### src/rtl/inst_queue.sv
`default_nettype none
// ============================================================================
// Module   : inst_queue
// Brief    : Circular fetch buffer between the instruction fetcher and decoder.
// Revision : 1.0 - initial release
// ============================================================================
module inst_queue #(
  parameter int DEPTH = 16,
  parameter int PTR_W = 4
) (
  input  logic               clk_in,
  input  logic               rst_in,
  input  logic               rdy_in,
  input  logic               clr_in,
  input  logic               if_to_iq_ready,
  input  logic [31:0]        if_to_iq_PC,
  input  logic [6:0]         if_to_iq_opType,
  input  logic [31:0]        if_to_iq_inst,
  input  logic               if_to_iq_pred_br,
  output logic               iq_to_if_stall,
  input  logic               dc_to_iq_ready,
  output logic               iq_to_dc_valid,
  output logic [31:0]        iq_to_dc_PC,
  output logic [6:0]         iq_to_dc_opType,
  output logic [31:0]        iq_to_dc_inst,
  output logic               iq_to_dc_pred_br,
  output logic [PTR_W:0]     iq_count
);

  localparam int             c_ENTRY_W = 72;
  localparam logic [PTR_W:0] c_FULL    = (PTR_W+1)'(DEPTH);

  logic [c_ENTRY_W-1:0] r_mem [DEPTH];
  logic [PTR_W-1:0]     r_head;
  logic [PTR_W-1:0]     r_tail;
  logic [PTR_W:0]       r_count;

  logic                 w_full;
  logic                 w_valid;
  logic                 w_push;
  logic                 w_pop;
  logic [c_ENTRY_W-1:0] w_head_entry;

  // Stall depends only on occupancy, keeping decoder ready off the fetcher path.
  assign w_full  = (r_count == c_FULL);
  assign w_valid = (r_count != '0);
  assign w_push  = rdy_in & ~clr_in & if_to_iq_ready & ~w_full;
  assign w_pop   = rdy_in & ~clr_in & w_valid & dc_to_iq_ready;

  always_ff @(posedge clk_in or negedge rst_in) begin
    if (!rst_in) begin
      r_head  <= '0;
      r_tail  <= '0;
      r_count <= '0;
    end else if (rdy_in) begin
      if (clr_in) begin
        r_head  <= '0;
        r_tail  <= '0;
        r_count <= '0;
      end else begin
        if (w_push) r_tail <= r_tail + PTR_W'(1);
        if (w_pop)  r_head <= r_head + PTR_W'(1);
        case ({w_push, w_pop})
          2'b10:   r_count <= r_count + (PTR_W+1)'(1);
          2'b01:   r_count <= r_count - (PTR_W+1)'(1);
          default: r_count <= r_count;
        endcase
      end
    end
  end

  // Storage needs no reset; validity is tracked entirely by the count.
  always_ff @(posedge clk_in) begin
    if (w_push) begin
      r_mem[r_tail] <= {if_to_iq_pred_br, if_to_iq_opType, if_to_iq_inst, if_to_iq_PC};
    end
  end

  assign w_head_entry = r_mem[r_head];

  assign iq_to_if_stall   = w_full;
  assign iq_to_dc_valid   = w_valid;
  assign iq_to_dc_PC      = w_valid ? w_head_entry[31:0]  : '0;
  assign iq_to_dc_inst    = w_valid ? w_head_entry[63:32] : '0;
  assign iq_to_dc_opType  = w_valid ? w_head_entry[70:64] : '0;
  assign iq_to_dc_pred_br = w_valid & w_head_entry[71];
  assign iq_count         = r_count;

endmodule
`default_nettype wire

### config.mk
export PLATFORM = sky130hd
export DESIGN_NAME = inst_queue
export DESIGN_NICKNAME = d
export VERILOG_FILES = /design/src/rtl/inst_queue.sv
export SDC_FILE = /design/constraint.sdc
export NUM_CORES = 1
export LEC_CHECK = 0
export ABC_AREA = 1
export BUFFER_PORTS_ARGS = -buffer_cell sky130_fd_sc_hd__buf_2
export CAP_MARGIN = 20
export CORE_MARGIN = 2
export CORE_UTILIZATION = 45
export CTS_CLUSTER_DIAMETER = 100
export DETAILED_ROUTE_END_ITERATION = 12
export PLACE_DENSITY = 0.58
export SETUP_SLACK_MARGIN = 0.5
export SYNTH_ARGS = -nofsm -noshare
export SYNTH_HDL_FRONTEND = slang
export SYNTH_SLANG_ARGS = --single-unit
### constraint.sdc
create_clock -name clk_in -period 9.2 [get_ports clk_in]
set_input_delay 1.38 -clock clk_in [delete_from_list [all_inputs] [get_ports clk_in]]
set_output_delay 1.38 -clock clk_in [all_outputs]
set_load 0.005 [all_outputs]
* Word level (Yosys, flattened, before mapping)
Memories as Yosys holds them, arrays and structs flattened. Index checks and enable logic that the tools add are counted.
Storage, ports and cells: memory bits (writable) 1152, memory bits (read-only) 0, latch bits 0, input bits 78, bits in registers 13, output and inout bits 79, memories 1
Operators by class: shift-type cells 0, multiply operators 0, $add $sub $neg 4, equal/unequal tests 3, divide/modulo/power cells 0, muxes and demuxes 11, bitwise logic cells 8, reduce and logical (&&, ||, !) cells 7, order comparisons 0
Memory list:
- r_mem | depth 16, width 72, rd ports 1, clocked after Yosys merged registers in 0, wr ports 1, RTL line 33 | logic [c_ENTRY_W-1:0] r_mem [DEPTH];
Operators with widths (number):
- $mux 32 | 2
- $mux 4 | 4
- $pmux 5 s2 | 1
- $add 4x1->4 const B | 2
- $mux 7 | 1
- $and 1x1->1 | 6
- $reduce_and 2->1 | 3
- $add 5x1->5 const B | 1
- $eq 5x5->1 const B | 1
- $mux 5 | 1
- $reduce_bool 5->1 | 1
- $sub 5x1->5 const B | 1
- $reduce_bool 2->1 | 2
- $reduce_bool 3->1 | 1
- $eq 2x1->1 const B | 1
- $eq 2x2->1 const B | 1
- $mux 1 | 2
- $not 1->1 | 2

* Longest topological paths before layout
Gate-level depths: netlist of run 1.
depth after elaboration 7, depth in mapped cells 17

* Worst setup path after synthesis of run 1
No wires, ideal clock.
path type input to register, start input port clr_in, end memory r_mem[0][0] (enable), cell stages on the path 7, required time 8.698 ns, data arrival time 4.947 ns, path buffers 0, slack 3.751 ns, path through inv_1 > nand2_1 > nor2_1 > nand2_1 > inv_2 > nand2_1 > nor2_1
Between the ends: longest elaborated chain between the ends 6
RTL lines:
- start: declaration | RTL line 14 | input logic clr_in,
- $not 1->1 | RTL line 47 | assign w_push = rdy_in & ~clr_in & if_to_iq_ready & ~w_full;
- $and 1x1->1 (3 in series) | RTL line 47
- $mux 1 | RTL line 74 | if (w_push) begin
- $mux 1 (not written as such) | RTL line 75 | r_mem[r_tail] <= {if_to_iq_pred_br, if_to_iq_opType, if_to_iq_inst, if_to_iq_PC};
- end: declaration | RTL line 33
No other way between the ends.

* Final worst setup path of run 1
start register r_head[0], end output port iq_to_dc_PC[19]
Between the ends: longest elaborated chain between the ends 2
RTL lines:
- start: declaration | RTL line 34 | logic [PTR_W-1:0] r_head;
- start signal: assignment | RTL line 62 | if (w_pop) r_head <= r_head + PTR_W'(1);
- $mem_v2 16x72
- $mux 32 | RTL line 83 | assign iq_to_dc_PC = w_valid ? w_head_entry[31:0] : '0;
- end: declaration | RTL line 23 | output logic [31:0] iq_to_dc_PC,
No other way between the ends.

==> results of run 1 <==
registers in the layout (all words and copies together), names as in the netlist:
name and flops:
r_mem 1152, iq_count 5, r_tail 4, r_head 4
synth_stat cells:
master / number
edfxtp_1: 1152
nor2_1: 600
o21ai_0: 568
o221ai_1: 212
clkbuf_1: 163
nand3_1: 81
a21oi_1: 79
o211ai_1: 76
o22ai_1: 76
nand2_1: 40
buf_2: 27
buf_4: 27
inv_1: 21
o21ai_1: 19
buf_6: 18
dfrtp_1: 13
ha_1: 7
buf_1: 6
inv_2: 5
clkbuf_2: 3
xor2_1: 2
clkinv_2: 1
nand2_2: 1
nand4_1: 1
o21ai_2: 1
o21bai_1: 1
cells by family after synthesis:
| family | Yosys count | synth area share [%] |
|---|---|---|
| flip-flops | 1165 | 76.9 |
| AO/OA/AOI/OAI | 1032 | 13.8 |
| AND/OR/NAND/NOR | 723 | 6.21 |
| buffers and inverters | 271 | 2.85 |
| adder cells (fa/ha/maj) | 7 | 0.193 |
| XOR/XNOR | 2 | 0.0386 |
metal layers:
| layer | track usage [%] | vias up | wire [um] |
|---|---|---|---|
| met3 | 3.50 | 249 | 7580 |
| met1 | 30.4 | 14500 | 50300 |
| met2 | 40.4 | 1101 | 60300 |
| met5 | 0 | - | 110 |
| met4 | 6.85 | 18 | 3240 |
| li1 | - | 12500 | - |
stage by stage:
stage | instances | power [mW] | setup WS (ps)
floorplan | 3200 | 8.33 | 3750
global placement | 4457 | 9.41 | 3820
detailed placement | 4457 | 9.52 | 3760
CTS | 4669 | 14.1 | 3020
global route | 4673 | 14.7 | 2750
finish | 4673 | 14.0 | 3090
worst paths after layout:
path / start / end / slack (ps) / depth (start not counted)
worst min-delay path: rst_in / iq_count[0]$_DFFE_PN0P_ / 570 / 1
min in group clk_in: iq_count[4]$_DFFE_PN0P_ / iq_count[4]$_DFFE_PN0P_ / 570 / 2
worst min register to register: iq_count[4]$_DFFE_PN0P_ / iq_count[4]$_DFFE_PN0P_ / 570 / 2
worst max register to register: iq_count[0]$_DFFE_PN0P_ / r_mem[1][29]$_DFFE_PP_ / 5420 / 8
max in group asynchronous: rst_in / r_head[0]$_DFFE_PN0P_ / 8370 / 1
worst max-delay path: r_head[0]$_DFFE_PN0P_ / iq_to_dc_PC[19] / 3090 / 7
worst register-to-register path: cells and delay by family, from the launching register on:
kind / cells / cell delay (ps)
and+or+nand+nor: 5 / 1360
buffers and inverters: 3 / 1560
DFF: 1 / 480
final cells by class:
class	instances	area, um^2	area share, %
flip-flops and latches	1165	34900	68.5
multi-input cells	1764	9300	18.2
clock buffers	148	3120	6.11
well taps	1298	1620	3.18
repair buffers	206	1270	2.48
clock inverters	64	618	1.21
inverters	27	135	0.265
diodes	1	2.50	0.00491
placed cells by master, fill, tap and decap left out, drive strengths merged:
| master | n |
|---|---|
| a21oi | 79 |
| buf | 206 |
| bufinv | 10 |
| clkbuf | 148 |
| clkinv | 43 |
| clkinvlp | 4 |
| dfrtp | 13 |
| diode | 1 |
| edfxtp | 1152 |
| ha | 7 |
| inv | 34 |
| nand2 | 41 |
| nand3 | 81 |
| nand4 | 1 |
| nor2 | 600 |
| o211ai | 76 |
| o21ai | 588 |
| o21bai | 1 |
| o221ai | 212 |
| o22ai | 76 |
| xor2 | 2 |
power by group:
| part | switching (mW) | leakage, nW | internal, mW |
|---|---|---|---|
| logic | 2.41 | 3.76 | 0.969 |
| registers | 0.0936 | 10.5 | 5.93 |
| clock network | 1.95 | 1.83 | 2.67 |
| total | 4.45 | 16.1 | 9.57 |
==> results.md, run 1 <==
- Vias in the first global route: 28600
- Synth Instances: 3200
- All-Layer GR Usage: 23.3%
- Post-CTS Resized: 0
- Total of warnings raised by yosys: 0
- I/O pins: 157
- Hold slack final: 565 ps
- First-pass GRT wire length: 180 mm
- Final setup fails: 0
- # port buffers: 156
- TritonCTS clock tree: yes
- Die H: 322 um
- Layout Area Growth over Synthesis: 12.3%
- DR vias: 28400
- Longest Clk Path Bufs: 3
- Gpl congestion: 0.763
- Gr ovfl total: 0
- Clock Pin Slew Worst Setup and Hold Paths: 60 ps
- Part of the cycle the worst path needs: 66.4%
- Critical path's slowest cell: buf_4
- Post-route setup TNS: 0 ps
- Pwr Density: 275 nW/um^2
- Worst-Margin Slew: 1140 ps
- RSZ-0062 raised after global routing: false
- Syn Nets: 3285
- Fmax: 164 MHz
- Crit-path cells: buf_4, buf_4, o21ai_0, o22ai_1, o211ai_1, a21oi_1, buf_2
- Max_cap viols: 0
- Crit path kind: reg -> out
- Placed cell area: 47200 um^2
- Initial antenna violation count: 20
- Clock Tree Root: clkbuf_16
- Syn avg cell area: 14.2 um^2
- Nets: 3367
- Pin count of the biggest net entering global routing: 239
- CP Buf/Inv Count: 3
- CP max stage delay: 980 ps
- Netlist cell types: 26
- FF+latch count, synth: 1165
- Startpoint types: flip-flop
- Routed WL per cell: 26.0 um
- Util after Layout: 51.0%
- Top cells by area, synth: edfxtp_1 76%, o21ai_0 6.3%, nor2_1 5.0%, o221ai_1 4.1%, clkbuf_1 1.3%
- Row Count: 116
- First-pass iteration count of the detailed router: 5
- Highest net fanout along the worst path: 113
- Post-Syn Area: 45400 um^2
- Die Wd: 322 um
- Post-Route WL: 122 mm
- Hold buffers post-CTS: 0
- Slew Viols, Final: 0
- Core Footprint: 100000 um^2
- Clk_skew: 23.8 ps
- Post-DR vias/cell: 6.07
- Layout cells sized above 1: 11.9%
- Worst hold path type: in -> async
- Initial DRC count: 3010
- DIE AREA: 103000 um^2
- Clock sinks: 1165
- Fraction of the yosys area taken by sequential cells: 76.9%
- Clk_lat worst skew: 710 ps
- Fin area: 51000 um^2
- Final Hold Fails: 0
- LEAKAGE: 16.1 nW
- CTS buffer count: 118
- Post-DP HPWL: 57.3 mm
- Fillers: 8317
- Initial Utilization: 45.4%
- Post-route ant nets: 0
- Yosys top cell area share: 76.2%
- Worst slew margin: 23.9%
- Peak VDD IR: 0.291 mV
- CP most frequent cell: buf_4
- DRC Markers: 0
- H-tree levels: 3
- Min cycle time layout: 6110 ps
- CP Data Arrival Time: 4730 ps
- Post-CTS setup buffer count: 0
- CP endpoint kind: primary output
- Cell family with most CP delay: buffers and inverters
- Status: finished, final reports clean
- Synth area leader: edfxtp_1
- WP data required: 7820 ps
No activity file was read; power rests on OpenSTA's default activity.
==> run 2, diff against run 1 <==
Clock period 9.2 ns to 5.8 ns, I/O delays scaled along.
==> results.md, run 2 (synthesis results as in run 1) <==
- Pwr Density: 433 nW/um^2 (+57%)
- # port buffers: 156 (unchanged)
- Nets: 3364 (-0.089%)
- Pin count of the biggest net entering global routing: 306 (+28%)
- Row Count: 116 (unchanged)
- Max_cap viols: 0 (unchanged)
- First-pass iteration count of the detailed router: 6 (+1)
- Die H: 322 um (unchanged)
- Clk_skew: 13.1 ps (-10.7 ps)
- Post-CTS setup buffer count: 0 (unchanged)
- DRC Markers: 0 (unchanged)
- Routed WL per cell: 25.7 um (-1.2%)
- All-Layer GR Usage: 23.0% (-0.25 points)
- Crit path kind: reg -> out
- Post-route ant nets: 0 (unchanged)
- Most common cell after layout, fill and taps aside: edfxtp_1
- Fmax: 213 MHz
- Largest Register: r_mem
- Initial Utilization: 45.4% (unchanged)
- Post-CTS Resized: 0 (unchanged)
- Vias in the first global route: 27800 (-2.9%)
- Part of the cycle the worst path needs: 80.9%
- Clock sinks: 1165 (unchanged)
- Highest net fanout along the worst path: 121 (+7.1%)
- Commonest non-fill, non-tap cells in the layout: 1152 x edfxtp_1, 584 x nor2_1, 568 x o21ai_0
- Clock Tree Root: clkbuf_16
- Status: finished, final reports clean
- Initial DRC count: 2939 (-2.4%)
- WP data required: 4930 ps (-2890 ps)
- Clock Pin Slew Worst Setup and Hold Paths: 60 ps (about the same)
- Worst slew margin: 7.34% (-17 points)
- CP Data Arrival Time: 3820 ps (-910 ps)
- Post-DP HPWL: 53.8 mm (-6.2%)
- I/O pins: 157 (unchanged)
- Post-route setup TNS: 0 ps (unchanged)
- H-tree levels: 3 (unchanged)
- DIE AREA: 103000 um^2 (unchanged)
- Min cycle time layout: 4690 ps
- Gpl congestion: 0.752 (-1.5%)
- RSZ-0062 raised after global routing: false
- Largest register FFs: 1152 (unchanged)
- Peak VDD IR: 0.788 mV (+170%)
- DR vias: 28200 (-0.80%)
- Worst-Margin Slew: 1390 ps (+251 ps)
- Total power: 22.1 mW (+57%)
- Post-DR vias/cell: 6.02 (-0.93%)
- Longest Clk Path Bufs: 3 (unchanged)
- Hold buffers post-CTS: 0 (unchanged)
- First-pass GRT wire length: 178 mm (-0.94%)
- Die Wd: 322 um (unchanged)
- Worst hold path type: in -> async
- Worst reg2reg setup slack: 2830 ps (-2590 ps)
- Core Footprint: 100000 um^2 (unchanged)
- Post-Route WL: 120 mm (-1.0%)
- Initial antenna violation count: 21 (+5.0%)
- Slew Viols, Final: 0 (unchanged)
- Final Hold Fails: 0 (unchanged)
- CTS buffer count: 118 (unchanged)
- TritonCTS clock tree: yes
- CP endpoint kind: primary output
- Layout cells sized above 1: 11.5% (-0.33 points)
- Clk_lat worst skew: 680 ps (-30 ps)
- Layout Area Growth over Synthesis: 12.4% (about the same)
- Gr ovfl total: 0 (unchanged)
- Final setup fails: 0 (unchanged)
- LEAKAGE: 16.1 nW (-0.31%)
- Startpoint types: flip-flop
==> run 2: cell types whose count changed in the layout (fill, tap and decap cells not counted), moves of 2 or more <==
cell	delta
buf_12	+18
buf_4	-18
clkinv_1	+12
diode_2	+5
bufinv_16	-4
buf_16	-3
clkbuf_8	-3
clkbuf_16	+2
clkinv_4	+2
inv_16	-2
inv_8	-2
==> run 2: path summary, 6_finish.rpt <==
path,start,end,cells past startpoint
worst min register to register,iq_count[4]$_DFFE_PN0P_,iq_count[4]$_DFFE_PN0P_,2
worst min-delay path,rst_in,iq_count[0]$_DFFE_PN0P_,1
min in group clk_in,if_to_iq_inst[2],r_mem[9][34]$_DFFE_PP_,1
worst max register to register,iq_count[0]$_DFFE_PN0P_,r_mem[13][28]$_DFFE_PP_,7
max in group asynchronous,rst_in,r_head[0]$_DFFE_PN0P_,1
worst max-delay path,r_head[1]$_DFFE_PN0P_,iq_to_dc_inst[7],7
==> run 2: worst max-delay path, stage by stage (launching register included) <==
cell	delay, ps
dfrtp_4	690
inv_6	790
buf_12	360
o21ai_0	140
o221ai_1	210
o211ai_1	110
a21oi_1	440
buf_2	200
==> run 2: power by group <==
group	internal [mW]	switching, mW	leakage, nW
combinational	1.58	3.85	3.77
sequential	9.41	0.110	10.5
clock	4.06	3.08	1.77
total	15.0	7.04	16.1
==> run 2: through the flow <==
step                hold WS (ps)  utilization [%]  worst slack, ps  instances  area (um^2)
floorplan                    513                -              861       3200        45400
global placement             509             47.4             1830       4456        47400
detailed placement           539             47.4             1860       4457        47400
CTS                         38.7             51.0             1090       4673        51000
global route                80.4             51.0              995       4677        51000
finish                      85.0             51.0             1110       4679        51000
==> run 2: layout make-up <==
type                            instances  area (um^2)
Fill cell                            8242        49000
Sequential cell                      1165        34900
Multi-Input combinational cell       1764         9300
Clock buffer                          147         3130
Tap cell                             1298         1620
Timing Repair Buffer                  203         1410
Clock inverter                         69          495
Inverter                               27          130
Antenna cell                            6         15.0
==> run 2: layer usage <==
layer  routed length, um  share of wire [%]  global-route usage, %
met5                 114              0.095                      0
met4                3520                2.9                   7.74
met3                7080                5.9                   3.31
met2               59000                 49                   39.3
met1               50500                 42                   30.3
